$ cat src/rtl/decoder_8b10b_multilane.sv
// Multi-lane 8b/10b decoder. Each cycle it decodes NUM_SYMBOLS 10-bit symbols
// (symbol 0 earliest). It carries running disparity through the symbols of a
// cycle and across cycles, and it counts erroneous symbols in a saturating
// counter. All outputs are registered, so the latency is one cycle.
module decoder_8b10b_multilane #(
    parameter int   NUM_SYMBOLS   = 2,
    parameter int   ERR_CNT_WIDTH = 16,
    parameter logic RD_INIT       = 1'b0
) (
    input  logic                        BitCLK_10,
    input  logic                        Reset,
    input  logic                        RxValid,
    input  logic [10*NUM_SYMBOLS-1:0]   RxParallel_10,
    input  logic                        ErrCntClear,
    output logic                        RxValidOut,
    output logic [8*NUM_SYMBOLS-1:0]    RxParallel_8,
    output logic [NUM_SYMBOLS-1:0]      RxDataK,
    output logic [NUM_SYMBOLS-1:0]      decode_error,
    output logic [NUM_SYMBOLS-1:0]      disparity_error,
    output logic                        RunningDisparity,
    output logic [ERR_CNT_WIDTH-1:0]    ErrCount
);

    // 6b code in abcdei order (a = MSB) -> {valid, EDCBA}. K28 is handled separately.
    function automatic logic [5:0] dec6(input logic [5:0] c);
        logic [5:0] r;
        r = 6'd0;
        case (c)
            6'b100111, 6'b011000: r = {1'b1, 5'd0};
            6'b011101, 6'b100010: r = {1'b1, 5'd1};
            6'b101101, 6'b010010: r = {1'b1, 5'd2};
            6'b110001:            r = {1'b1, 5'd3};
            6'b110101, 6'b001010: r = {1'b1, 5'd4};
            6'b101001:            r = {1'b1, 5'd5};
            6'b011001:            r = {1'b1, 5'd6};
            6'b111000, 6'b000111: r = {1'b1, 5'd7};
            6'b111001, 6'b000110: r = {1'b1, 5'd8};
            6'b100101:            r = {1'b1, 5'd9};
            6'b010101:            r = {1'b1, 5'd10};
            6'b110100:            r = {1'b1, 5'd11};
            6'b001101:            r = {1'b1, 5'd12};
            6'b101100:            r = {1'b1, 5'd13};
            6'b011100:            r = {1'b1, 5'd14};
            6'b010111, 6'b101000: r = {1'b1, 5'd15};
            6'b011011, 6'b100100: r = {1'b1, 5'd16};
            6'b100011:            r = {1'b1, 5'd17};
            6'b010011:            r = {1'b1, 5'd18};
            6'b110010:            r = {1'b1, 5'd19};
            6'b001011:            r = {1'b1, 5'd20};
            6'b101010:            r = {1'b1, 5'd21};
            6'b011010:            r = {1'b1, 5'd22};
            6'b111010, 6'b000101: r = {1'b1, 5'd23};
            6'b110011, 6'b001100: r = {1'b1, 5'd24};
            6'b100110:            r = {1'b1, 5'd25};
            6'b010110:            r = {1'b1, 5'd26};
            6'b110110, 6'b001001: r = {1'b1, 5'd27};
            6'b001110:            r = {1'b1, 5'd28};
            6'b101110, 6'b010001: r = {1'b1, 5'd29};
            6'b011110, 6'b100001: r = {1'b1, 5'd30};
            6'b101011, 6'b010100: r = {1'b1, 5'd31};
            default:              r = 6'd0;
        endcase
        return r;
    endfunction

    // 4b code in fghj order (f = MSB) -> {valid, primary_7, HGF}.
    function automatic logic [4:0] dec4(input logic [3:0] c);
        logic [4:0] r;
        r = 5'd0;
        case (c)
            4'b1011, 4'b0100: r = {2'b10, 3'd0};
            4'b1001:          r = {2'b10, 3'd1};
            4'b0101:          r = {2'b10, 3'd2};
            4'b1100, 4'b0011: r = {2'b10, 3'd3};
            4'b1101, 4'b0010: r = {2'b10, 3'd4};
            4'b1010:          r = {2'b10, 3'd5};
            4'b0110:          r = {2'b10, 3'd6};
            4'b1110, 4'b0001: r = {2'b11, 3'd7};
            4'b0111, 4'b1000: r = {2'b10, 3'd7};
            default:          r = 5'd0;
        endcase
        return r;
    endfunction

    logic [NUM_SYMBOLS-1:0]   pos6, neg6, req6m, req6p, pos4, neg4, req4m, req4p;
    logic [NUM_SYMBOLS-1:0]   derr, kflag, disp_err_c;
    logic [8*NUM_SYMBOLS-1:0] bytes_w;
    logic                     rd_c;

    logic                     vout_q, vout_d;
    logic [8*NUM_SYMBOLS-1:0] bytes_q, bytes_d;
    logic [NUM_SYMBOLS-1:0]   k_q, k_d, derr_q, derr_d, disp_q, disp_d;
    logic                     rd_q, rd_d;
    logic [ERR_CNT_WIDTH-1:0] cnt_q, cnt_d;

    // Per-symbol decode: everything that does not depend on running disparity.
    for (genvar gi = 0; gi < NUM_SYMBOLS; gi++) begin : g_sym
        logic [9:0] sym;
        logic [5:0] c6;
        logic [3:0] c4, c4_dec;
        logic [5:0] d6;
        logic [4:0] d4;
        logic       is_k28, is_kx7, a7_raw, a7_ok;

        assign sym    = RxParallel_10[10*gi +: 10];
        assign c6     = {sym[0], sym[1], sym[2], sym[3], sym[4], sym[5]};
        assign c4     = {sym[6], sym[7], sym[8], sym[9]};
        assign is_k28 = (c6 == 6'b001111) || (c6 == 6'b110000);
        // After the RD+ form of K28 the 4b half uses the inverted K column;
        // inverting it lets the data table decode every K28.y.
        assign c4_dec = (c6 == 6'b110000) ? ~c4 : c4;
        assign d6     = dec6(c6);
        assign d4     = dec4(c4_dec);
        assign a7_raw = (c4 == 4'b0111) || (c4 == 4'b1000);

        // Which 6b codes may be followed by an alternate-7 4b code, and K23/27/29/30.
        always_comb begin
            is_kx7 = 1'b0;
            a7_ok  = 1'b0;
            case (c6)
                6'b100011, 6'b010011, 6'b001011, 6'b110000: a7_ok = (c4 == 4'b0111);
                6'b110100, 6'b101100, 6'b011100, 6'b001111: a7_ok = (c4 == 4'b1000);
                6'b000101, 6'b001001, 6'b010001, 6'b100001: begin
                    is_kx7 = 1'b1;
                    a7_ok  = (c4 == 4'b0111);
                end
                6'b111010, 6'b110110, 6'b101110, 6'b011110: begin
                    is_kx7 = 1'b1;
                    a7_ok  = (c4 == 4'b1000);
                end
                default: ;
            endcase
        end

        assign derr[gi]  = ~(d6[5] | is_k28) | ~d4[4] | (a7_raw & ~a7_ok) | (is_k28 & d4[3]);
        assign kflag[gi] = is_k28 | (is_kx7 & a7_raw);
        assign bytes_w[8*gi +: 8] = {d4[2:0], (is_k28 ? 5'd28 : d6[4:0])};
        assign pos6[gi]  = ($countones(c6) > 3);
        assign neg6[gi]  = ($countones(c6) < 3);
        assign pos4[gi]  = ($countones(c4) > 2);
        assign neg4[gi]  = ($countones(c4) < 2);
        assign req6m[gi] = (c6 == 6'b111000);
        assign req6p[gi] = (c6 == 6'b000111);
        assign req4m[gi] = (c4 == 4'b1100);
        assign req4p[gi] = (c4 == 4'b0011);
    end

    // Disparity chain: each sub-block is checked against the RD left by the previous one.
    always_comb begin
        logic e6, e4;
        e6         = 1'b0;
        e4         = 1'b0;
        rd_c       = rd_q;
        disp_err_c = '0;
        for (int k = 0; k < NUM_SYMBOLS; k++) begin
            e6 = (pos6[k] & rd_c) | (neg6[k] & ~rd_c) | (req6m[k] & rd_c) | (req6p[k] & ~rd_c);
            if (pos6[k])      rd_c = 1'b1;
            else if (neg6[k]) rd_c = 1'b0;
            e4 = (pos4[k] & rd_c) | (neg4[k] & ~rd_c) | (req4m[k] & rd_c) | (req4p[k] & ~rd_c);
            if (pos4[k])      rd_c = 1'b1;
            else if (neg4[k]) rd_c = 1'b0;
            disp_err_c[k] = (e6 | e4) & ~derr[k];
        end
    end

    // Next-state for the output registers, running disparity and error counter.
    always_comb begin
        vout_d  = RxValid;
        bytes_d = '0;
        k_d     = '0;
        derr_d  = '0;
        disp_d  = '0;
        rd_d    = rd_q;
        cnt_d   = cnt_q;
        if (RxValid) begin
            rd_d   = rd_c;
            derr_d = derr;
            disp_d = disp_err_c;
            for (int k = 0; k < NUM_SYMBOLS; k++) begin
                if (!derr[k]) begin
                    bytes_d[8*k +: 8] = bytes_w[8*k +: 8];
                    k_d[k]            = kflag[k];
                end
                if ((derr[k] || disp_err_c[k]) && (cnt_d != '1)) begin
                    cnt_d = cnt_d + ERR_CNT_WIDTH'(1);
                end
            end
        end
        if (ErrCntClear) cnt_d = '0;
    end

    // Output and state registers.
    always_ff @(posedge BitCLK_10 or posedge Reset) begin
        if (Reset) begin
            vout_q  <= 1'b0;
            bytes_q <= '0;
            k_q     <= '0;
            derr_q  <= '0;
            disp_q  <= '0;
            rd_q    <= RD_INIT;
            cnt_q   <= '0;
        end else begin
            vout_q  <= vout_d;
            bytes_q <= bytes_d;
            k_q     <= k_d;
            derr_q  <= derr_d;
            disp_q  <= disp_d;
            rd_q    <= rd_d;
            cnt_q   <= cnt_d;
        end
    end

    assign RxValidOut       = vout_q;
    assign RxParallel_8     = bytes_q;
    assign RxDataK          = k_q;
    assign decode_error     = derr_q;
    assign disparity_error  = disp_q;
    assign RunningDisparity = rd_q;
    assign ErrCount         = cnt_q;

endmodule

$ cat config.mk
export PLATFORM = sky130hd
export DESIGN_NAME = decoder_8b10b_multilane
export DESIGN_NICKNAME = d
export VERILOG_FILES = /design/src/rtl/decoder_8b10b_multilane.sv
export SDC_FILE = /design/constraint.sdc
export NUM_CORES = 1
export LEC_CHECK = 0
export ABC_AREA = 0
export CORE_MARGIN = 4
export CORE_UTILIZATION = 55
export DETAILED_ROUTE_END_ITERATION = 8
export DONT_BUFFER_PORTS = 1
export PLACE_DENSITY = 0.81
export SLEW_MARGIN = 20
export SYNTH_ARGS = -nofsm -noshare
export SYNTH_HDL_FRONTEND = slang
export SYNTH_SLANG_ARGS = --single-unit
$ cat constraint.sdc
create_clock -name BitCLK_10 -period 9 [get_ports BitCLK_10]
set_input_delay 1.8 -clock BitCLK_10 [delete_from_list [all_inputs] [get_ports BitCLK_10]]
set_output_delay 1.8 -clock BitCLK_10 [all_outputs]
set_load 0.02 [all_outputs]
==> results.yml, run 1 <==
run_status:
  outcome: "complete, no violations"
floorplan:
  rows: 36
  fp.dieW_um: 108.7
  ioPinCount: 64
  coreArea_um2: 9819
  start_util: 0.5678
  die_area_um2: 11810
  die_h_um: 108.7
worst_setup_path:
  critPathMaxFanout: 17
  worst-setup-path-type: "in -> reg"
  startpoint_type: "primary input"
  path_cells: "fa_1 > inv_1 > fa_1 > inv_1 > ha_1 > inv_1 > fa_1 > nand3b_1 > a222oi_1 > a2bb2oi_2 > o21ai_0 > o21ai_1 > mux2_2 > ha_1 > and2_1 > mux2i_1 > nor3b_2 > and4_1 > o22ai_2 > mux2_4"
  cp_slowest_cell: "fa_1"
  rrSetupSlack_ps: 4570
  reg2regPathDepth: 13
  max_stage_delay_ps: 520
  arrival_ps: 7100
  cp.required_ps: 9200
  critPathCaptureType: "flop"
  r2r-end: "ErrCount[7]$_DFFE_PP0P_"
  rr_startpoint: "ErrCount[0]$_DFFE_PP0P_"
global_route:
  antenna_found_initial: 0
  grt_util_met2: 0.4197
  grt_pass1_vias: 5259
  grt_max_degree: 48
  grt.overflow.total: 0
  track_usage: 0.2508
  top_usage_layer: "met2"
  gr-usage-met3: 0.04085
  use_met1: 0.3208
  grt_pass1_wl_mm: 24.56
timing:
  setup_viol: 0
  slew_violations: 0
  period_share: 0.7668
  finalCriticalPeriod_ps: 6901
  hold_viol: 0
  max_slew_margin: 0.3846
  fin_ws_ps: 2099
  rsz0062_at_grt: "false"
  fmaxAchievable_ghz: 0.1449
  worstMarginPinSlew_ps: 921.7
  finClkSkew_ps: 19.50
  final.setup.tns_ps: 0
power_and_ir_drop:
  seq_power_share: 0.375
  p_switching_mw: 0.2671
  clockPowerShare: 0.238
  p_int_mw: 0.3834
  p_sw_frac: 0.4106
  leakagePower_nw: 2.322
  ir_worst_vdd_mv: 0.06537
  comb_power_share: 0.386
  power.density_nw_per_um2: 115.2
logic_synthesis:
  ys_types: 88
  synthFlopType: "dfrtp_1"
  synth_area_per_cell_um2: 7.596
  synth-async-reset-ratio: 1.000
  synth_edf_count: 0
  synth-seq-cells: 40
  syn-cell-area_um2: 5575
  synth_top_area_frac: 0.1795
  yosysWarningCount: 0
  yosysSeqAreaShare: 0.1795
  synth_top_area_cell: "dfrtp_1"
  synth_nets: 810
  synthTopCellsByArea: "dfrtp_1 (18%), ha_1 (9.9%), a21oi_1 (5.6%), nor2_1 (4.8%), nand2_1 (4.4%)"
  synth_cells: 734
job:
  max_cap_violations: 0
clock_tree:
  postCtsHoldBufs: 0
  cts.htree.levels: 2
  cts_tree: "built"
  post_cts_resize_count: 0
  clock-sinks: 40
  cts_inserted_buffers: 5
  clkLatencyLatePin_ps: 310
  clockBufferDepth: 2
  postCtsSetupBuffers: 0
  root_buffer: "clkbuf_8"
  path_clk_slew_ps: 90
min_path:
  worst_hold_startpoint: "ErrCount[12]$_DFFE_PP0P_"
  min_to: "ErrCount[12]$_DFFE_PP0P_"
  min_path_cells: 2
  hold_path_class: "reg -> reg"
drt:
  wl_mm: 14.85
  viasPerCell: 6.730
  drt_iter0_markers: 384
  firstDrtPassIters: 6
  vias: 5566
  drc: 0
  wl_per_cell_um: 17.96
  drtAntennaViolNets: 0
placement:
  gp_congestion: 0.9083
  numPortBuffers: 0
  dpl.hpwl_mm: 10.53
  pre_cts_slack_ps: 1886
cells_and_area:
  drive_gt1_frac: 0.05764
  fin_nets: 769
  n_antenna_cell: 0
  nFillCells: 897
  area_growth_pct: 1.234
-- placed cells by master, fill, tap and decap left out, types with 9 or more instances in the layout --
cell type / netlist / final
nand4_1: 9 / 9
nor2b_1: 19 / 19
nor2_1: 71 / 71
ha_1: 44 / 44
a21oi_1: 62 / 62
inv_1: 36 / 35
nor3_1: 22 / 22
mux2i_1: 13 / 13
xnor2_1: 9 / 9
o21ai_0: 41 / 41
nand2_1: 66 / 66
dfrtp_1: 40 / 40
nor3b_1: 14 / 14
a211oi_1: 19 / 19
and3_1: 12 / 12
a31oi_1: 15 / 15
nand3_1: 26 / 26
-- worst max-delay path by stage --
stage	startpoint	end	slack [ps]	depth (start not counted)
after detailed placement	RxParallel_10[0]	ErrCount[7]$_DFFE_PP0P_	1890	20
final	RxParallel_10[0]	ErrCount[7]$_DFFE_PP0P_	2100	20
after global routing	RxParallel_10[0]	ErrCount[7]$_DFFE_PP0P_	1820	20
after floorplan	RxParallel_10[0]	ErrCount[7]$_DFFE_PP0P_	2390	21
after CTS	RxParallel_10[0]	ErrCount[7]$_DFFE_PP0P_	2160	20
after global placement	RxParallel_10[0]	ErrCount[7]$_DFFE_PP0P_	2120	20
-- per-layer routing --
metal | part of all wire | wire length (µm)
met5 | 0 | 0
met4 | 0.033 | 483
met3 | 0.073 | 1089
met2 | 0.48 | 7082
met1 | 0.42 | 6195
-- sequential cells by signal (all words and copies together), names as in the netlist --
name	flops
ErrCount	16
RunningDisparity	1
RxDataK	2
RxParallel_8	16
RxValidOut	1
decode_error	2
disparity_error	2
-- cells by family (layout without fill, tap and decap cells) --
logic type      Yosys count  count (layout)  share of synthesized area
mux                      24              24                    0.04892
buf+inv                  88              48                    0.06620
flops                    40              40                     0.1795
fa+ha+maj                54              54                     0.1311
simple gates            290             290                     0.2733
xor+xnor                 17              17                    0.03007
compound gates          221             221                     0.2709
-- power by group through the flow --
stage | clock network, mW | registers (mW) | logic, mW
floorplan | 0 | 0.234 | 0.217
global placement | 0 | 0.247 | 0.230
detailed placement | 0 | 0.247 | 0.243
CTS | 0.159 | 0.244 | 0.246
global route | 0.164 | 0.247 | 0.280
finish | 0.155 | 0.244 | 0.251
-- critical path: cells and delay by family --
family	cells	cell delay, ps
mux	3	980
fa+ha+maj	5	1830
compound gates	5	1410
simple gates	4	890
buf+inv	3	170
-- area by class of cell --
cell class                 count  area, µm²  area share
multi-input combinational    606       4212      0.7462
sequential                    40       1001      0.1773
tap                          133      166.4     0.02948
inverter                      39      146.4     0.02594
clock buffer                   5      68.82     0.01219
clock inverter                 3      42.54    0.007537
timing repair buffer           1      7.507    0.001330
-- cell usage after synthesis, drive strengths merged (6+ instances only) --
cell	number
buf	17
nor2	72
a21oi	66
and2	8
nor2b	19
clkbuf	32
nor3b	15
xor2	7
nand3	26
xnor2	10
and3	12
mux2	10
nand2b	8
nand2	66
mux2i	13
o21ai	46
fa	8
dfrtp	40
inv	36
ha	44
o22ai	8
o211ai	6
nand4	11
nor3	22
nand3b	7
a211oi	20
a31oi	16
-- per-stage QoR --
step / power [mW] / instance area [µm²] / hold slack [ps] / util / instances
global route: 0.6911 / 5644 / 786.4 / 0.5748 / 827
global placement: 0.4767 / 5533 / 710.5 / 0.5635 / 819
finish: 0.6505 / 5644 / 722.3 / 0.5748 / 827
floorplan: 0.4516 / 5575 / 650.1 / - / 734
CTS: 0.6485 / 5644 / 725.7 / 0.5748 / 827
detailed placement: 0.4896 / 5533 / 713.9 / 0.5635 / 819
No activity file was read; power rests on OpenSTA's default activity.
==> run 2: changes to the inputs <==
clock period = 6.75 ns   (was 9 ns; I/O delays follow)
==> results.yml, run 2 (synthesized netlist as in run 1, its figures left out) <==
global_route:
  grt_max_degree: 48
  antenna_found_initial: 0
  track_usage: 0.2505
  grt_pass1_wl_mm: 24.45
  grt_pass1_vias: 5100
  grt.overflow.total: 0
power_and_ir_drop:
  p_switching_mw: 0.3546
  clockPowerShare: 0.217
  power.density_nw_per_um2: 149.2
  leakagePower_nw: 2.328
  comb_power_share: 0.398
  ir_worst_vdd_mv: 0.07806
  p_sw_frac: 0.4214
  seq_power_share: 0.385
  p_int_mw: 0.4869
drt:
  viasPerCell: 6.638
  drt_iter0_markers: 434
  vias: 5503
  firstDrtPassIters: 6
  drc: 0
  wl_per_cell_um: 17.81
  wl_mm: 14.76
  drtAntennaViolNets: 0
cells_and_area:
  fin_nets: 771
  final_common_cell: "nor2_1"
  drive_gt1_frac: 0.06034
  mostFrequentLayoutCells: "nor2_1 (71), nand2_1 (66), a21oi_1 (62)"
  post-route-util: 0.5744
  layout.cells.non_filler: 829
  area_growth_pct: 1.167
  multi_input_area_um2: 4212
  final_area_um2: 5640
  register_area_um2: 1001
  n_antenna_cell: 0
  nFillCells: 879
min_path:
  hold_path_class: "reg -> reg"
floorplan:
  die_h_um: 108.7
  start_util: 0.5678
  ioPinCount: 64
  coreArea_um2: 9819
  die_area_um2: 11810
  rows: 36
  fp.dieW_um: 108.7
worst_setup_path:
  path_common_cell: "ha_1"
  cp.required_ps: 6940
  max_stage_delay_ps: 410
  critPathCaptureType: "flop"
  critPathMaxFanout: 9
  cpLargestDelayFamily: "simple AND/OR/NAND/NOR gates"
  startpoint_type: "primary input"
  cp_slowest_cell: "ha_1"
  worst-setup-path-type: "in -> reg"
  arrival_ps: 6410
  crit_buf_inv: 2
  path_cells: "inv_1 > ha_1 > nand4bb_1 > and2_1 > or2_2 > inv_1 > ha_1 > nor3b_1 > mux2i_1 > and4_1 > o21ai_0 > o21ai_1 > mux2_2 > ha_1 > nor2b_1 > mux2i_1 > nor3b_2 > nand4_2 > a31oi_1 > mux2_1"
timing:
  worstMarginPinSlew_ps: 901.6
  hold_viol: 0
  slew_violations: 0
  final.setup.tns_ps: 0
  finClkSkew_ps: 22.43
  rsz0062_at_grt: "false"
  fmaxAchievable_ghz: 0.1610
  period_share: 0.9203
  finalCriticalPeriod_ps: 6212
  setup_viol: 0
  max_slew_margin: 0.3981
clock_tree:
  root_buffer: "clkbuf_8"
  postCtsHoldBufs: 0
  cts_inserted_buffers: 5
  clockBufferDepth: 2
  path_clk_slew_ps: 80
  postCtsSetupBuffers: 0
  cts_tree: "built"
  cts.htree.levels: 2
  clkLatencyLatePin_ps: 330
  clock-sinks: 40
  post_cts_resize_count: 0
placement:
  dpl.hpwl_mm: 10.46
  numPortBuffers: 0
  gp_congestion: 0.9287
  dpl.cell_count: 821
  placed_cell_area_um2: 5548
job:
  max_cap_violations: 0
run_status:
  outcome: "complete, no violations"
==> run 2: cell count changes in the layout (fill, tap and decap cells not counted) <==
cell / delta
clkbuf_8: +1
clkinv_2: +1
buf_4: +2
bufinv_16: -1
clkinvlp_4: -1
==> run 2: power by group through the flow <==
stage               sequential, mW  clock [mW]  combinational, mW
floorplan                    0.313           0              0.290
global placement             0.328           0              0.312
detailed placement           0.329           0              0.327
CTS                          0.324       0.186              0.329
global route                 0.328       0.192              0.375
finish                       0.324       0.183              0.335
==> run 2: metrics by stage <==
step	setup WS, ps	hold WS (ps)	power, mW
after floorplan	585.5	650.1	0.6021
final	538.3	720.9	0.8415
after global placement	504.9	700.6	0.6400
after global routing	183.1	773.0	0.8951
after CTS	676.5	721.0	0.8390
after detailed placement	354.1	709.3	0.6559
==> run 2: layer usage <==
metal,global-route usage,share of wire,vias up
met5,0,0,-
met4,0.08747,0.023,0
met3,0.04144,0.076,33
met2,0.4214,0.48,244
met1,0.3256,0.42,2608
li1,-,-,2618
==> run 2: worst paths after layout <==
path                                     startpoint                          to  slack [ps]  cells after the start
max                                RxParallel_10[4]     ErrCount[3]$_DFFE_PP0P_         540                     20
min                        ErrCount[12]$_DFFE_PP0P_    ErrCount[12]$_DFFE_PP0P_         720                      2
max reg2reg                 ErrCount[0]$_DFFE_PP0P_     ErrCount[7]$_DFFE_PP0P_        2390                     13
min reg2reg                ErrCount[12]$_DFFE_PP0P_    ErrCount[12]$_DFFE_PP0P_         720                      2
max in group asynchronous                     Reset     ErrCount[8]$_DFFE_PP0P_        5070                      1
min in group asynchronous                     Reset  RxParallel_8[11]$_DFF_PP0_        1080                      1
==> run 2: final cells by class <==
type,instances,area share
Inverter,39,0.02595
Timing Repair Buffer,3,0.003993
Clock inverter,2,0.001775
Sequential cell,40,0.1775
Tap cell,133,0.02950
Multi-Input combinational cell,606,0.7467
Clock buffer,6,0.01464
==> run 2: worst register-to-register path, delay by kind of cell (launching register included) <==
family                     cells  cell delay, ps
muxes                          3            1040
DFF                            1             670
adders and majority gates      2             560
AOI/OAI and AO/OA              2             440
and+or+nand+nor                6            1560
==> run 3: changes to the inputs <==
==> constraint.sdc (replaced) <==
create_clock -name BitCLK_10 -period 6.75 [get_ports BitCLK_10]
set_input_delay 1.35 -clock BitCLK_10 [delete_from_list [all_inputs] [get_ports BitCLK_10]]
set_output_delay 1.35 -clock BitCLK_10 [all_outputs]
set_load 0.01 [all_outputs]
==> results.yml, run 3 (synthesized netlist as in run 1, its figures left out) <==
global_route:
  antenna_found_initial: 0
  grt_pass1_vias: 5343
  track_usage: 0.2565
  grt.overflow.total: 0
  grt_max_degree: 48
  grt_pass1_wl_mm: 24.94
worst_setup_path:
  max_stage_delay_ps: 530
  critPathMaxFanout: 17
  rr_startpoint: "ErrCount[0]$_DFFE_PP0P_"
  arrival_ps: 6550
  cp_slowest_cell: "fa_1"
  startpoint_type: "primary input"
  path_cells: "fa_1 > inv_1 > fa_1 > inv_1 > ha_1 > inv_1 > fa_1 > nand3b_1 > a222oi_1 > a2bb2oi_2 > o21ai_0 > o21ai_1 > mux2_2 > ha_1 > nor2b_1 > mux2i_1 > nor3b_2 > and4_1 > o22ai_2 > mux2_4"
  cpLargestDelayFamily: "adder cells"
  critPathLaunch: "RxParallel_10[0]"
  cp.required_ps: 6950
  critPathCaptureType: "flop"
  crit_buf_inv: 3
  worst-setup-path-type: "in -> reg"
drt:
  drtAntennaViolNets: 0
  wl_mm: 15.15
  drt_iter0_markers: 430
  firstDrtPassIters: 5
  wl_per_cell_um: 18.28
  viasPerCell: 6.761
  drc: 0
  vias: 5605
placement:
  gp_congestion: 0.9183
  pre_cts_slack_ps: 293.2
  dpl.hpwl_mm: 10.76
  numPortBuffers: 0
  dpl.cell_count: 822
clock_tree:
  post_cts_resize_count: 0
  path_clk_slew_ps: 80
  clkLatencyLatePin_ps: 310
  cts_tree: "built"
  cts_inserted_buffers: 5
  postCtsSetupBuffers: 0
  clockBufferDepth: 2
  clock-sinks: 40
  root_buffer: "clkbuf_8"
  postCtsHoldBufs: 0
  cts.htree.levels: 2
floorplan:
  ioPinCount: 64
  die_h_um: 108.7
  coreArea_um2: 9819
  rows: 36
  fp.dieW_um: 108.7
  start_util: 0.5678
  die_area_um2: 11810
cells_and_area:
  mostFrequentLayoutCells: "nor2_1 (71), nand2_1 (66), a21oi_1 (62)"
  layout.cells.non_filler: 829
  n_antenna_cell: 0
  fin_nets: 772
  multi_input_area_um2: 4212
  area_growth_pct: 1.032
  final_common_cell: "nor2_1"
  nFillCells: 898
  drive_gt1_frac: 0.05891
  register_area_um2: 1001
timing:
  fin_ws_ps: 392.3
  hold_viol: 0
  fmaxAchievable_ghz: 0.1573
  final.setup.tns_ps: 0
  rsz0062_at_grt: "false"
  period_share: 0.9419
  setup_viol: 0
  max_slew_margin: 0.3810
  finalCriticalPeriod_ps: 6358
  finClkSkew_ps: 23.65
  worstMarginPinSlew_ps: 927.2
  slew_violations: 0
min_path:
  hold_path_class: "reg -> reg"
  worst_hold_startpoint: "ErrCount[12]$_DFFE_PP0P_"
power_and_ir_drop:
  power.density_nw_per_um2: 144.3
  ir_worst_vdd_mv: 0.08450
  leakagePower_nw: 2.324
run_status:
  outcome: "complete, no violations"
job:
  max_cap_violations: 0
[run 3: cell count changes in the layout (fill, tap and decap cells not counted)]
| cell | change |
|---|---|
| clkbuf_1 | +1 |
| clkbuf_8 | -1 |
| buf_4 | +1 |
| clkinv_2 | -1 |
[run 3: routing by layer]
layer	part of all wire	vias to the layer above	routed length, µm	global-route usage
met5	0	-	0	0
met4	0.027	0	408	0.09829
met3	0.087	42	1314	0.04796
met2	0.48	294	7251	0.4409
met1	0.41	2652	6177	0.3185
li1	-	2617	-	-
[run 3: layout make-up]
class                           count  area share
Multi-Input combinational cell    606      0.7477
Sequential cell                    40      0.1777
Tap cell                          133     0.02954
Inverter                           39     0.02599
Clock buffer                        6     0.01288
Timing Repair Buffer                4    0.005331
Clock inverter                      1   0.0008885
[run 3: path summary, 6_finish.rpt]
kind / end / slack, ps / depth (start not counted)
worst max register to register: ErrCount[7]$_DFFE_PP0P_ / 2500 / 13
worst min register to register: ErrCount[12]$_DFFE_PP0P_ / 650 / 2
worst max-delay path: ErrCount[7]$_DFFE_PP0P_ / 390 / 20
max in group asynchronous: RxParallel_8[3]$_DFF_PP0_ / 5030 / 1
min in group asynchronous: RxParallel_8[11]$_DFF_PP0_ / 1110 / 1
worst min-delay path: ErrCount[12]$_DFFE_PP0P_ / 650 / 2
[run 3: worst reg2reg max path, cell delays in order, from the launching register on]
cell,delay [ps]
dfrtp_1,610
ha_1,310
and4_1,260
nor2b_1,500
nand3_1,180
o21ai_1,250
mux2_2,410
ha_1,220
nor2b_1,150
mux2i_1,340
nor3b_2,130
and4_1,320
o22ai_2,170
mux2_4,310
[run 3: stage by stage]
stage | power [mW] | instance area [µm²] | utilization | hold WS, ps
CTS | 0.8067 | 5633 | 0.5736 | 651.0
global placement | 0.6223 | 5555 | 0.5657 | 652.6
detailed placement | 0.6420 | 5555 | 0.5657 | 639.7
global route | 0.8626 | 5633 | 0.5736 | 716.2
floorplan | 0.5851 | 5575 | - | 573.8
finish | 0.8131 | 5633 | 0.5736 | 648.9
[run 3: power by group]
part           switching [mW]  internal (mW)  leakage [nW]
combinational           0.197          0.145          1.75
clock                  0.0934         0.0706        0.0410
sequential             0.0461          0.261         0.536
total                   0.337          0.476          2.32
